<file path="config.mk">
export PLATFORM = sky130hd
export DESIGN_NAME = fir_coeff_loader_flat
export DESIGN_NICKNAME = d
export VERILOG_FILES = /design/src/rtl/fir_pkg.sv /design/src/rtl/fir_coeff_loader_if.sv /design/src/rtl/fir_coeff_loader.sv /design/src/flat_wrapper.sv
export SDC_FILE = /design/constraint.sdc
export NUM_CORES = 1
export LEC_CHECK = 0
export CAP_MARGIN = 30
export CORE_UTILIZATION = 50
export CTS_CLUSTER_DIAMETER = 120
export DETAILED_ROUTE_END_ITERATION = 7
export PLACE_DENSITY = 0.75
export SYNTH_ARGS = -nofsm -noshare
export SYNTH_HDL_FRONTEND = slang
export SYNTH_SLANG_ARGS = --single-unit
</file>
<file path="constraint.sdc">
create_clock -name clk -period 2 [get_ports clk]
set_input_delay 0.3 -clock clk [delete_from_list [all_inputs] [get_ports clk]]
set_output_delay 0.3 -clock clk [all_outputs]
set_load 0.1 [all_outputs]
</file>
<file path="src/rtl/fir_pkg.sv">
// Shared constants and FSM encoding for the FIR coefficient loading path.
// Latency: none (declarations only).
// Backpressure: none (declarations only).
package fir_pkg;

    localparam int ORD   = 256;
    localparam int C     = 16;
    localparam int NCOEF = (ORD + 1) / 2;
    localparam int AW    = $clog2(NCOEF);
    localparam int BPC   = C / 8;
    localparam int BCW   = (BPC > 1) ? $clog2(BPC) : 1;

    typedef enum logic [1:0] {
        ST_IDLE  = 2'd0,
        ST_RECV  = 2'd1,
        ST_WRITE = 2'd2,
        ST_CHECK = 2'd3
    } state_t;

endpackage

</file>
<file path="src/rtl/fir_coeff_loader_if.sv">
// Byte stream carrying coefficient bytes (MSB byte first) into the loader.
// Latency: wires only.
// Backpressure: a byte moves on a cycle with s_valid && s_ready.
interface fir_coeff_loader_if;

    logic [7:0] s_data;
    logic       s_valid;
    logic       s_ready;

    modport master (output s_data, output s_valid, input  s_ready);
    modport slave  (input  s_data, input  s_valid, output s_ready);

endinterface

</file>
<file path="src/rtl/fir_coeff_loader.sv">
// Packs a byte stream MSB-first into C-bit coefficients and writes them to the FIR (optional trailer checksum: COEF_LOADER_CHK_EN).
// Latency: c_WE pulses the cycle after the last byte of a coefficient; BPC+1 cycles per coefficient at best.
// Backpressure: s_ready only in RECV/CHECK; drops for the one-cycle WRITE; s_valid low simply stalls.
module fir_coeff_loader
    import fir_pkg::*;
(
    input  logic                 clk,
    input  logic                 nrst,
    input  logic                 start,
    input  logic                 abort,
    fir_coeff_loader_if.slave    s,
    output logic                 c_WE,
    output logic [C-1:0]         c_in,
    output logic [AW-1:0]        c_addr,
    output logic                 busy,
    output logic                 done,
    output logic                 err
);

    state_t          state_q, state_d;
    logic [C-1:0]    word_q, word_d;
    logic [BCW-1:0]  bcnt_q, bcnt_d;
    logic [AW-1:0]   addr_q, addr_d;
    logic [C-1:0]    c_in_q, c_in_d;
    logic            c_we_q, c_we_d;
    logic            s_ready_q, s_ready_d;
    logic            busy_q, busy_d;
    logic            done_q, done_d;
    logic            err_q, err_d;
`ifdef COEF_LOADER_CHK_EN
    logic [7:0]      chk_q, chk_d;
`endif

    logic byte_acc;
    logic last_byte;
    logic last_addr;

    assign byte_acc  = s.s_valid && s_ready_q;
    assign last_byte = (bcnt_q == BCW'(BPC - 1));
    assign last_addr = (addr_q == AW'(NCOEF - 1));

    // FSM state register
    always_ff @(posedge clk or negedge nrst) begin
        if (!nrst) state_q <= ST_IDLE;
        else       state_q <= state_d;
    end

    // Next-state: abort beats any byte; start is only looked at in IDLE
    always_comb begin
        state_d = state_q;
        case (state_q)
            ST_IDLE: begin
                if (start) state_d = ST_RECV;
            end
            ST_RECV: begin
                if (abort)                       state_d = ST_IDLE;
                else if (byte_acc && last_byte)  state_d = ST_WRITE;
            end
            ST_WRITE: begin
                if (abort)          state_d = ST_IDLE;
`ifdef COEF_LOADER_CHK_EN
                else if (last_addr) state_d = ST_CHECK;
`else
                else if (last_addr) state_d = ST_IDLE;
`endif
                else                state_d = ST_RECV;
            end
            ST_CHECK: begin
                if (abort || byte_acc) state_d = ST_IDLE;
            end
            default: state_d = ST_IDLE;
        endcase
    end

    // Datapath and output next-values; strobes are derived from the state being entered
    always_comb begin
        word_d    = word_q;
        bcnt_d    = bcnt_q;
        addr_d    = addr_q;
        c_in_d    = c_in_q;
        done_d    = done_q;
        err_d     = err_q;
`ifdef COEF_LOADER_CHK_EN
        chk_d     = chk_q;
`endif
        c_we_d    = (state_d == ST_WRITE);
        s_ready_d = (state_d == ST_RECV) || (state_d == ST_CHECK);
        busy_d    = (state_d != ST_IDLE);

        case (state_q)
            ST_IDLE: begin
                if (start) begin
                    done_d = 1'b0;
                    err_d  = 1'b0;
                    addr_d = '0;
                    bcnt_d = '0;
`ifdef COEF_LOADER_CHK_EN
                    chk_d  = '0;
`endif
                end
            end
            ST_RECV: begin
                if (abort) begin
                    err_d = 1'b1;
                end else if (byte_acc) begin
                    word_d = {word_q[C-9:0], s.s_data};
                    bcnt_d = bcnt_q + BCW'(1);
`ifdef COEF_LOADER_CHK_EN
                    chk_d  = chk_q ^ s.s_data;
`endif
                end
            end
            ST_WRITE: begin
                if (abort) begin
                    err_d = 1'b1;
                end else if (last_addr) begin
`ifndef COEF_LOADER_CHK_EN
                    done_d = 1'b1;
`endif
                end else begin
                    addr_d = addr_q + AW'(1);
                    bcnt_d = '0;
                end
            end
            ST_CHECK: begin
                if (abort) begin
                    err_d = 1'b1;
                end else if (byte_acc) begin
`ifdef COEF_LOADER_CHK_EN
                    if (s.s_data == chk_q) done_d = 1'b1;
                    else                   err_d  = 1'b1;
`endif
                end
            end
            default: ;
        endcase

        // The completed word is presented together with the write strobe
        if (state_d == ST_WRITE) c_in_d = word_d;
    end

    // Datapath and registered outputs; reset clears everything including the strobe
    always_ff @(posedge clk or negedge nrst) begin
        if (!nrst) begin
            word_q    <= '0;
            bcnt_q    <= '0;
            addr_q    <= '0;
            c_in_q    <= '0;
            c_we_q    <= 1'b0;
            s_ready_q <= 1'b0;
            busy_q    <= 1'b0;
            done_q    <= 1'b0;
            err_q     <= 1'b0;
        end else begin
            word_q    <= word_d;
            bcnt_q    <= bcnt_d;
            addr_q    <= addr_d;
            c_in_q    <= c_in_d;
            c_we_q    <= c_we_d;
            s_ready_q <= s_ready_d;
            busy_q    <= busy_d;
            done_q    <= done_d;
            err_q     <= err_d;
        end
    end

`ifdef COEF_LOADER_CHK_EN
    // Running XOR of payload bytes, compared against the trailer
    always_ff @(posedge clk or negedge nrst) begin
        if (!nrst) chk_q <= '0;
        else       chk_q <= chk_d;
    end
`endif

    assign s.s_ready = s_ready_q;
    assign c_WE      = c_we_q;
    assign c_in      = c_in_q;
    assign c_addr    = addr_q;
    assign busy      = busy_q;
    assign done      = done_q;
    assign err       = err_q;

endmodule

</file>
<file path="src/flat_wrapper.sv">
// flat-port wrapper written by rule: the top's interface ports become plain ports
module fir_coeff_loader_flat import fir_pkg::*;
  (clk, nrst, start, abort, c_WE, c_in, c_addr, busy, done, err, s_s_data, s_s_valid, s_s_ready);
  fir_coeff_loader_if s_i ();
  input  logic clk;
  input  logic nrst;
  input  logic start;
  input  logic abort;
  output logic c_WE;
  output logic [C-1:0] c_in;
  output logic [AW-1:0] c_addr;
  output logic busy;
  output logic done;
  output logic err;
  input wire logic [$bits(s_i.s_data)-1:0] s_s_data;
  input wire logic [$bits(s_i.s_valid)-1:0] s_s_valid;
  output wire logic [$bits(s_i.s_ready)-1:0] s_s_ready;
  assign s_i.s_data = s_s_data;
  assign s_i.s_valid = s_s_valid;
  assign s_s_ready = s_i.s_ready;
  fir_coeff_loader u_core (.clk(clk), .nrst(nrst), .start(start), .abort(abort), .s(s_i), .c_WE(c_WE), .c_in(c_in), .c_addr(c_addr), .busy(busy), .done(done), .err(err));
endmodule
</file>
Yosys cells after proc, flatten, opt, wreduce, memory -nomap -nowiden --
Cells that the tools add are included.
Word-level totals: register bits after elaboration 47, bits in latches 0, bits in writable memories 0, memory bits (read-only) 0, output and inout bits 28, word-level logic and storage cells 64, memories kept 0
Operators by class: $add $sub $neg 2, multipliers 0, div/mod/pow operators 0, $lt $le $gt $ge 0, equal/unequal tests 14, shift operators 0, mux-type cells 25, bitwise operators 0, reductions and logical operators 13
Operators by type and width (number):
- $mux 16 | 3
- $mux 7 | 3
- $pmux 7 s2 | 1
- $mux 2 | 5
- $mux 1 | 9
- $eq 2x2->1 const B | 4
- $ne 2x2->1 const B | 4
- $pmux 2 s4 | 1
- $reduce_and 4->1 | 2
- $add 7x1->7 const B | 1
- $eq 7x7->1 const B | 1
- $ne 2x1->1 const B | 3
- $reduce_and 6->1 | 1
- $eq 2x1->1 const B | 2
- $pmux 1 s2 | 2
- $reduce_bool 2->1 | 2
- $pmux 1 s3 | 1
- $reduce_bool 3->1 | 1
- $reduce_or 3->1 | 1
- $logic_and 1x1->1 | 2
- $logic_not 2->1 | 1
- $logic_or 1x1->1 | 2
- $reduce_and 2->1 | 1
- $add 1x1->1 const B | 1

Logic depth before layout (Yosys ltp) --
Gate-level depths: netlist of the first run.
word-level depth 7, gate-level depth with buffers 6, gate-level depth less buffers 5

Worst setup path after synthesis of the first run --
No wires, ideal clock.
kind reg2reg, from reg u_core.state_q[0], to reg u_core.c_in_q[10] (netlist: u_core.c_in[10]), library setup time 126 ps, arrival 2198 ps, path slack -324 ps, cell stages (with the launch flop) 7, path through dfrtp_1 -> and4bb_1 -> buf_6 -> and3_4 -> buf_6 -> buf_6 -> mux2_4
On the way: word-level cells in the longest chain between the ends 4
RTL lines:
- from (decl) | line fir_coeff_loader.sv:20 | state_t state_q, state_d;
- from (signal assigned) | line fir_coeff_loader.sv:45 | else state_q <= state_d;
- $mux 2 | line fir_coeff_loader.sv:57 | else if (byte_acc && last_byte) state_d = ST_WRITE;
- $mux 2 | line fir_coeff_loader.sv:56 | if (abort) state_d = ST_IDLE;
- $pmux 2 s4 (*) | line fir_coeff_loader.sv:51 | case (state_q)
- $eq 2x2->1 (*)
- net u_core.c_we_d | line fir_coeff_loader.sv:25 | logic c_we_q, c_we_d;
- to (signal assigned) | line fir_coeff_loader.sv:158 | c_in_q <= c_in_d;
- to (decl) | line fir_coeff_loader.sv:24 | logic [C-1:0] c_in_q, c_in_d;
Mark *: on every way through the listed nets, which the timed path passes. The rest lies on a longest branch. A chain may end at the register's enable or synchronous reset.

Worst setup path after layout of the first run --
from in s_s_valid, to reg u_core.c_in_q[3] (netlist: u_core.c_in[3])
On the way: word-level cells in the longest chain between the ends 6
RTL lines:
- from (decl) | line flat_wrapper.sv:16 | input wire logic [$bits(s_i.s_valid)-1:0] s_s_valid;
- $logic_and 1x1->1 (*) | line fir_coeff_loader.sv:38 | assign byte_acc = s.s_valid && s_ready_q;
- $logic_and 1x1->1 | line fir_coeff_loader.sv:57
- $mux 2 | line fir_coeff_loader.sv:57
- $mux 2 | line fir_coeff_loader.sv:56
- $pmux 2 s4 | line fir_coeff_loader.sv:51
- $eq 2x2->1 | line fir_coeff_loader.sv:139 | if (state_d == ST_WRITE) c_in_d = word_d;
Every way passes the cells marked *; elsewhere a longest branch is shown, timed or not.

==> results of run 1 <==
## cell families after synthesis
| family | count (synthesis) |
|---|---|
| XOR/XNOR | 1 |
| buffers and inverters | 9 |
| AO/OA/AOI/OAI | 24 |
| flip-flops | 46 |
| multiplexers | 33 |
| AND/OR/NAND/NOR | 35 |
| adder cells (fa/ha/maj) | 1 |
## through the flow
| step | util | TNS (ps) | instance area (sq um) | setup slack (ps) |
|---|---|---|---|---|
| global placement | 0.651 | -40.2 | 2440 | -12.0 |
| finish | 0.683 | 0 | 2560 | 243 |
| CTS | 0.683 | 0 | 2560 | 245 |
| floorplan | - | 0 | 2000 | 0.135 |
| global route | 0.683 | 0 | 2560 | 191 |
| detailed placement | 0.651 | -592 | 2440 | -71.3 |
## how the worst max path moves through the flow
stage                 startpoint               end  slack (ps)  depth (start not counted)
2_1_floorplan  u_core.state_q[0]   u_core.c_in[10]         0.1                          6
5_1_grt         u_core.c_addr[0]  u_core.c_addr[2]         190                          6
3_5_place_dp           s_s_valid    u_core.c_in[3]         -70                          5
6_report               s_s_valid    u_core.c_in[3]         240                          5
4_1_cts                s_s_valid    u_core.c_in[3]         240                          5
3_3_place_gp               abort    u_core.c_in[1]         -10                          5
## worst max-delay path, stage by stage
cell	delay [ps]
sky130_fd_sc_hd__clkdlybuf4s50_1	480
sky130_fd_sc_hd__and4bb_1	240
sky130_fd_sc_hd__buf_4	150
sky130_fd_sc_hd__and3_4	380
sky130_fd_sc_hd__mux2_2	380
## metal layers
metal  vias up  share of wire
met5         -              0
met4         0          0.024
met3        10          0.043
met2        39           0.48
met1       699           0.46
li1        637              -
## registers in the layout (all words and copies together), names as in the netlist
register and cells:
u_core.c_addr 7, u_core.err 1, u_core.done 1, u_core.busy 1, u_core.c_WE 1, u_core.state_q 2
u_core.c_in 16, u_core.bcnt_q 1, u_core.word_q 16
## power by group
group | total, W | switching (W) | internal (W)
Clock | 0.000674 | 0.000301 | 0.000373
Combinational | 0.00177 | 0.00123 | 0.000535
Sequential | 0.00138 | 0.000154 | 0.00123
## cell usage in the layout, fill, tap and decap left out, drive strengths merged, types with 2 or more instances in the layout
cell	netlist	layout
o211ai	2	2
o31ai	2	2
or4	2	2
inv	3	3
buf	5	41
nor2	7	7
nand3	5	5
or3	2	2
clkbuf	1	6
dfrtp	46	46
or2	2	2
a21oi	8	8
nand2	9	9
clkdlybuf4s50	0	11
mux2	33	33
o21ai	6	6
## area by class of cell
type,instances,area (sq um),area share
tap,48,60.1,0.0235
clock inverter,2,37.5,0.0147
inverter,3,11.3,0.00440
clock buffer,6,72.6,0.0284
sequential,46,1160,0.452
timing repair buffer,53,438,0.171
multi-input combinational,94,782,0.306
## timing repair
item	CTS	global route
endpoints found under the setup margin	0	0
hold buffers	1	0
buffers inserted	0	0
hold endpoints to repair	11	0
==> results.md, run 1 <==
- The number of global-route vias before repair was about 1.4k.
- The count of inserted antenna diode cells is 0.
- The filler cell count in the final layout is about 300.
- The floorplan has 22 rows.
- The share of synthesized area in the top cell type comes to 0.576.
- The cell count after synthesis came out at between 100 and 150.
- The maximum number of buffers from clock root to sink is 2.
- The hold slack is approximately 410 ps.
- Clock skew on the completed layout was measured at 8.50 ps.
- Across the run, the number of max-cap violations was 0.
- Data on the critical path arrives at its endpoint at just under 2000 ps.
- In this run the mean area of a mapped cell was roughly 13 sq um.
- The maximum clock frequency is roughly 570 MHz.
- Of the total synthesized cell area, the portion taken by full adders, half adders and majority gates is 0.00626.
- The tree is rooted in a sky130_fd_sc_hd__clkbuf_8.
- For met2 alone, demand over resource in global routing was 0.316.
- The startpoint identified for the worst register-to-register timing path is u_core.state_q[1].
- Once the clock tree was built, the resizer swapped 0 gates to a different size.
- The basic-gate share of the synthesized area counting and, or, nand and nor cells is 0.0939.
- The number of buffers created by CTS is 5.
- TritonCTS built the clock tree.
- The later-pin clock latency in the skew report is roughly 290 ps.
- The global-route wire length before repair is 6590 um.
- Synthesis inferred 46 register bits.
- Measured against its own limit, the worst slew margin works out to 0.779.
- The total routing resource utilization after global routing is 0.207.
- The floorplan step defined a core boundary enclosing approximately 3700 sq um.
- The number of clock sinks seen by CTS is between 40 and 50.
- For this block, the routed nets add up to slightly below 4000 um of wire.
- The initial utilization of the core area, before any placement, comes to 0.534.
- The die area is around 4300 sq um.
- The leakage power of the design is approximately 1.2 nW.
- Setup repair after global routing left no endpoint under its margin.
- The number of DRC violations after detailed routing is 0.
- STA classifies the critical path startpoint as an input port.
- The iteration-0 DRC count of the detailed router is between 50 and 60.
- The layout net count is 217.
- The final cycle utilization of the critical path is 0.878.
- The count of input and output buffers is 40.
- Of the synthesized area, sequential elements account for 0.576.
- The total congestion overflow after global routing is 0.
- In this run the critical register-to-register path is captured at u_core.c_in[3].
- Along the worst path, the maximum fanout reaches 17.
- Measured along the x axis, the die boundary spans about 65 um.
- The share of post-route cells with drive strength above 1 is 0.417.
- The deepest level of the CTS H-tree is 2.
- By area, the combinational part of the netlist is dominated by multiplexers.
- Excluding fillers, the count of instances in the completed layout stands at 252.
- For this run, global-route usage on met3 was measured as 0.0451.
- For this run, the number of Yosys warnings is 0.
- The area fraction in compound gates after synthesis is 0.0764.
- The average via count per standard cell is 5.50.
- Before antenna repair, the detailed router went through 4 iterations.
- The number of max-slew violations in the final report is 0.
- The async set-or-reset flop fraction in the synthesized netlist is 1.00.
- In this run the count of I/O pins placed on the die edge is slightly above 40.
- The length in cells of the worst reg-to-reg path is 4.
- The largest net degree at the start of global routing is 20.
- The HPWL after detailed placement is approximately 2800 um.
- The layer flagged by global routing as most heavily used is met2.
- The overall power consumption is 0.00382 W.
- The synthesized netlist net count is roughly 160.
- In this run, synthesis inferred 0 flip-flops with an integrated enable.
- The path category of the worst min-delay check is input port to asynchronous set/reset pin.
- Routability-driven placement finished with a final weighted congestion of approximately 0.8.
- The run finished with clean final reports.
- By area the synthesized netlist is led by sky130_fd_sc_hd__dfrtp_1 58%, sky130_fd_sc_hd__mux2_4 9.8%, sky130_fd_sc_hd__mux2_2 7.9%.
- In the final routed layout, each cell accounts on average for between 15 and 20 um.
- The y dimension of the die is around 65 um.
- The post-detailed-route count of antenna-violating nets is 0.
- The power density over the cells is ~1500 nW/um^2.
- The largest voltage drop on the vdd net is ~1.1 mV.
- At the worst endpoint, the required time is ~2200 ps.
- The worst setup path is of the input port to flop kind.
- The vias after detailed routing is between 1k and 1.5k.
- Of the post-synthesis cell area, the part taken by muxes is 0.210.
- The area growth from synthesis to layout is 28.1%.
- The minimum period implied by the final worst setup slack is approximately 1800 ps.
- The synthesized-area fraction occupied by xor and xnor cells is 0.00438.
- At the pin with the least slew margin, the transition time is about 330 ps.
- The number of antenna violations at the first check in global routing is 0.
- Of all cell types, the one taking the most synthesized area is sky130_fd_sc_hd__dfrtp_1.
- The most common cell in the netlist is sky130_fd_sc_hd__dfrtp_1.
- The global routing met1 resource utilization is 0.279.
- The most used flip-flop cell after synthesis is sky130_fd_sc_hd__dfrtp_1.
- The synthesized netlist contains 34 unique library cells.
- The setup-violating endpoint count in the final report is 0.
- The element type at the critical path end is a flop.
- After synthesis, the most frequently instantiated cells are 46 x sky130_fd_sc_hd__dfrtp_1, 14 x sky130_fd_sc_hd__mux2_2, 13 x sky130_fd_sc_hd__mux2_4.
- The worst register-to-register path has a setup slack of 290 ps.
- The final number of hold-violating endpoints is 0.
- Including well taps, the total number of placed cells is 243.
- Clock-pin slew was measured on the worst setup and hold paths at ~90 ps.
- The synthesized netlist occupies a cell area of 2000 sq um.
No activity file was read; power rests on OpenSTA's default activity.
==> run 2: changes to the inputs <==
--- a/config.mk
+++ b/config.mk
@@ -6,6 +6,7 @@
 export NUM_CORES = 1
 export LEC_CHECK = 0
 export CAP_MARGIN = 30
+export CORE_ASPECT_RATIO = 0.5
 export CORE_UTILIZATION = 50
 export CTS_CLUSTER_DIAMETER = 120
 export DETAILED_ROUTE_END_ITERATION = 7
==> run 2 against run 1 <==
Compared with the run above: worst hold slack improved by 26 ps; wire length decreased by 7.0%; clock-buffer cell count down 1.
==> results.md, run 2 (same netlist as run 1, synthesis figures left out) <==
- The number of antenna violations at the first check in global routing came to 0.
- Once detail routing completed, the nets flagged for antenna violations numbered 0.
- The share of total power dissipated in combinational logic is 0.474.
- Clock latency on the worst-skew pair, taken at its later pin, is ~300 ps.
- The data arrival time of the critical path is around 1900 ps.
- Setup repair after global routing left no endpoint under its margin.
- By startpoint and endpoint, the worst setup path is classified as input port to flop.
- The post-placement setup slack is -42.5 ps.
- After clock tree synthesis, the clock-pin slew on the worst setup and hold paths is roughly 90 ps.
- The aggregate negative setup slack is 0 ps.
- The number of cell rows is 15.
- The proportion of power drawn by the clock network is 0.155.
- The share of the core filled with cells in the final layout is 0.712.
- Post-CTS repair changed the size of 0 cells.
- Port buffering added 40 buffers.
- The tree is rooted in a sky130_fd_sc_hd__clkbuf_8.
- The signed area change from the synthesized netlist to the final layout is 29.0%.
- The worst setup path is captured at a flop.
- The detailed-route wire length per cell is roughly 14 um.
- In the final design database the tool counted about 220 nets.
- The setup slack after layout is about 280 ps.
- The power density over the cells is 1440 nW/um^2.
- The run finished with clean final reports.
- The vias after detailed routing is around 1.3k.
- The largest net degree at the start of global routing is 18.
- The worst register-to-register path has a depth of 4.
- The post-detailed-routing wire length is approximately 3600 um.
- The HPWL reported at the end of detailed placement is 2710 um.
- The slew at the pin closest to its max-slew limit is 367 ps.
- The placer congestion estimate is between 0.8 and 0.9.
- For this block, the initial DRC count from the detailed router was 35.
- The worst-case IR drop observed on VDD is 0.727 mV.
- The count of inserted antenna diode cells is 0.
- The library cells used most frequently in the layout, excluding fill and tap cells, are 41 x sky130_fd_sc_hd__dfrtp_1, 38 x sky130_fd_sc_hd__buf_4, 14 x sky130_fd_sc_hd__mux2_2.
- The final number of hold-violating endpoints is 0.
- The floorplan step defined a core boundary enclosing approximately 3600 sq um.
- The maximum clock frequency is a little under 600 MHz.
- The total I/O pin count is 41.
- The setup check on the worst reg-to-reg path leaves a slack of ~320 ps.
- The path category of the worst min-delay check is input port to asynchronous set/reset pin.
- The overall power consumption is around 0.0037 W.
- Measured along the y axis, the die boundary spans around 47 um.
- Of the total power, the share spent switching nets is 0.459.
- In this run the tightest slew margin relative to its limit is 0.756.
- For this design the total switching power over the nets is around 0.0017 W.
- For this configuration, the core starts out at a cell density of 0.552.
- Of the cells placed in the final design, the portion with a size suffix greater than 1 is 0.424.
- The number of clock sinks seen by CTS is between 40 and 50.
- The setup-violating endpoint count in the final report is 0.
- The number of DRC violations after detailed routing is 0.
- The number of buffers created by CTS is 5.
- Walking the worst path, the cells encountered are clkdlybuf4s50_1 -> and4bb_1 -> buf_12 -> mux2_2 -> mux2_1.
- On the final layout, the worst clock skew is 9.93 ps.
- The maximum number of buffers from clock root to sink is 2.
- The leakage power of the design is between 1 and 1.5 nW.
- After detailed routing, the number of vias per cell comes to 5.23.
- STA classifies the critical path startpoint as an input port.
- The cell-internal power is a little over 0.002 W.
- The number of max-slew violations in the final report is 0.
- The slowest stage of the critical path belongs to the cell sky130_fd_sc_hd__clkdlybuf4s50_1.
- The reported max-cap violation count is 0.
- STA puts the critical path data required time at approximately 2200 ps.
- On the worst path, the slowest cell contributes a delay of ~430 ps.
- The die area is 4270 sq um.
- The total congestion overflow after global routing is 0.
- Along the worst path, the maximum fanout reaches 17.
- Across every metal layer, demand over resource in global routing totals 0.193.
- Of the available clock period, the critical path in the final layout requires 0.860.
- The width of the chip is 91.4 um.
- The deepest level of the CTS H-tree is 2.
- TritonCTS built the clock tree.
- For this run, the detailed router's first-pass iteration total came to 4.
- The worst path in the final design needs a cycle of approximately 1700 ps, including I/O delays and setup.
- The share of total power dissipated in sequential elements is 0.371.
- The library cell used most frequently in the layout, excluding fill and tap cells, is sky130_fd_sc_hd__dfrtp_1.
- The global-route wire length before repair is 6060 um.
- The number of global-route vias before repair is around 1.3k.
[run 2: cell count changes in the layout (fill, tap and decap cells not counted), sizes merged]
cell and change:
bufinv -1, buf +1, inv +1, clkbuf -1, clkinvlp +1
[run 2: cell type report]
cell class | count | area [sq um]
Tap cell | 51 | 63.8
Sequential cell | 46 | 1160
Fill cell | 265 | 1040
Inverter | 3 | 11.3
Multi-Input combinational cell | 94 | 782
Clock inverter | 3 | 23.8
Clock buffer | 5 | 68.8
Timing Repair Buffer | 54 | 470
[run 2: final timing paths]
kind	start	end
worst max-delay path	abort	u_core.c_in[2]
worst min-delay path	nrst	u_core.err
worst max register to register	u_core.state_q[1]	u_core.c_in[2]
worst min register to register	u_core.c_in[4]	u_core.c_in[4]
max in group asynchronous	nrst	u_core.c_addr[3]
min in group clk	u_core.c_in[4]	u_core.c_in[4]
[run 2: critical path: cells and delay by family]
kind | cells | cell delay [ps]
buffers and inverters | 2 | 610
muxes | 2 | 640
and+or+nand+nor | 1 | 340
[run 2: what timing repair did]
action	CTS	global route
buffers inserted	0	0
endpoints found under the hold margin	14	0
endpoints found under the setup margin	0	0
hold buffers	1	0
[run 2: layer usage]
| layer | vias to the layer above | routed length (um) | track usage |
|---|---|---|---|
| met5 | - | 0 | 0 |
| met1 | 668 | 1740 | 0.251 |
| li1 | 645 | - | - |
| met4 | 0 | 19 | 0.0730 |
| met2 | 23 | 1720 | 0.322 |
| met3 | 2 | 129 | 0.0545 |
[run 2: power groups by stage]
stage / clock (W) / combinational [W] / sequential [W]
floorplan: 0 / 0.000484 / 0.00228
global placement: 0 / 0.00173 / 0.00138
detailed placement: 0 / 0.00177 / 0.00140
CTS: 0.000598 / 0.00177 / 0.00138
global route: 0.000634 / 0.00184 / 0.00142
finish: 0.000574 / 0.00176 / 0.00138
[run 2: stage by stage]
stage          instances  area [sq um]  hold slack, ps
2_1_floorplan        149          2000            4.41
3_3_place_gp         247          2470             230
3_5_place_dp         247          2470             237
4_1_cts              256          2580             435
5_1_grt              256          2580             462
6_report             256          2580             440
==> patch, RTL diff (config.mk and constraints of run 2) <==
Set the package constant `ORD` to 512 (it was 256).
--- a/src/rtl/fir_pkg.sv
+++ b/src/rtl/fir_pkg.sv
@@ -5,3 +5,3 @@
 
-    localparam int ORD   = 256;
+    localparam int ORD   = 512;
     localparam int C     = 16;
Ports: changed (resized c_addr); port bits go from 41 to 42. No check against the original RTL was run, so the function may have changed too.
==> patch against run 2 <==
  * The run now ends with DRC left
  * Clock power rose by 9.9%
  * Maximum frequency is 7.1% lower
  * Total power is 4.6% higher
  * Sequential cell count down 7
  * Sequential power fell by 12%
  * Cell area shrank 12%
  * Via count fell by 7.6%
  * Setup slack worse by 130 ps
  * Area after synthesis down 16%
  * Routed wire length is 10% lower
  * Die area decreased by 15%
  * Largest power group unchanged
==> patch: results (changes against run 2) <==
Status:
- The run finished, with violations left.
- The final reports fail on DRC.

Detailed routing:
- The routed via count divided by cell count is 5.37 (+2.8%).
- The total iterations of the first detailed-routing run is 6 (+2).
- The DRC violations left is 2 (+2).
- The vias after detailed routing is 1,236 (-7.6%).

STA:
- The least setup slack across all paths after layout is 149 ps (-132 ps).
- The relative slew slack is 55.4% (-20 points).
- The clock skew is 2.81 ps (-7.11 ps).

Synth:
- The fraction of the mapped netlist area in compound gates is 8.71% (+1.1 points).
- The synthesized area per cell was 12.4 um2 (-7.8%).
- The arithmetic-cell share of the synthesized area counting full adders, half adders and majority gates came to 0.744% (+0.12 points).
- The net count after synthesis is 150 (-8.0%).
- The portion of netlist area occupied by mux cells came to 16.7% (-4.3 points).
- The sequential fraction of the synthesis area was 58.0% (+0.43 points).

Worst setup path:
- The critical path arrival was 2070 ps (+170 ps).
- The highest fanout seen on the critical path is 6 (-11).

GRT:
- The global-route usage over all layers came to 19.6% (+0.28 points).
- The largest net degree at the start of global routing is 32 (+14).
- The via count of the first global-routing pass is 1,152 (-9.4%).

Placed design:
- The weighted congestion at the end of routability-driven global placement is 0.780 (-3.3%).
- The placed standard-cell area is 2160 um2 (-13%).
- The port buffer count is 41 (+2.5%).

Pwr:
- The switching power was 1960 uW (+15%).
- The peak ir drop on the vdd network is 1.26 mV (+73%).
- The clock share of power came to 16.2% (+0.7 points).

Finish:
- The total number of nets in the final design is 204 (-6.4%).
## patch: worst paths after layout
check / startpoint / end / cells past startpoint
min in group clk: u_core.c_in[9] / u_core.c_in[9] / 1
setup reg to reg: u_core.c_addr[0] / u_core.c_addr[3] / 6
hold / removal: nrst / u_core.c_in[7] / 1
hold reg to reg: u_core.c_in[9] / u_core.c_in[9] / 1
setup / recovery: u_core.c_addr[0] / u_core.c_addr[3] / 6
max in group asynchronous: nrst / u_core.word_q[2] / 2
## patch: metal layers
layer  up-vias  track usage [%]  wire length [um]
met5         -                0                 0
met4         0             6.21                46
met3         7             6.03               160
met2        36             32.3              1530
met1       598             25.2              1500
li1        595                -                 -
## patch: layout make-up
class	instances	area, um2
Fill cell	211	831
Clock inverter	2	37.5
Inverter	4	15.0
Sequential cell	39	992
Multi-Input combinational cell	88	678
Tap cell	40	50.0
Timing Repair Buffer	52	428
Clock buffer	5	68.8
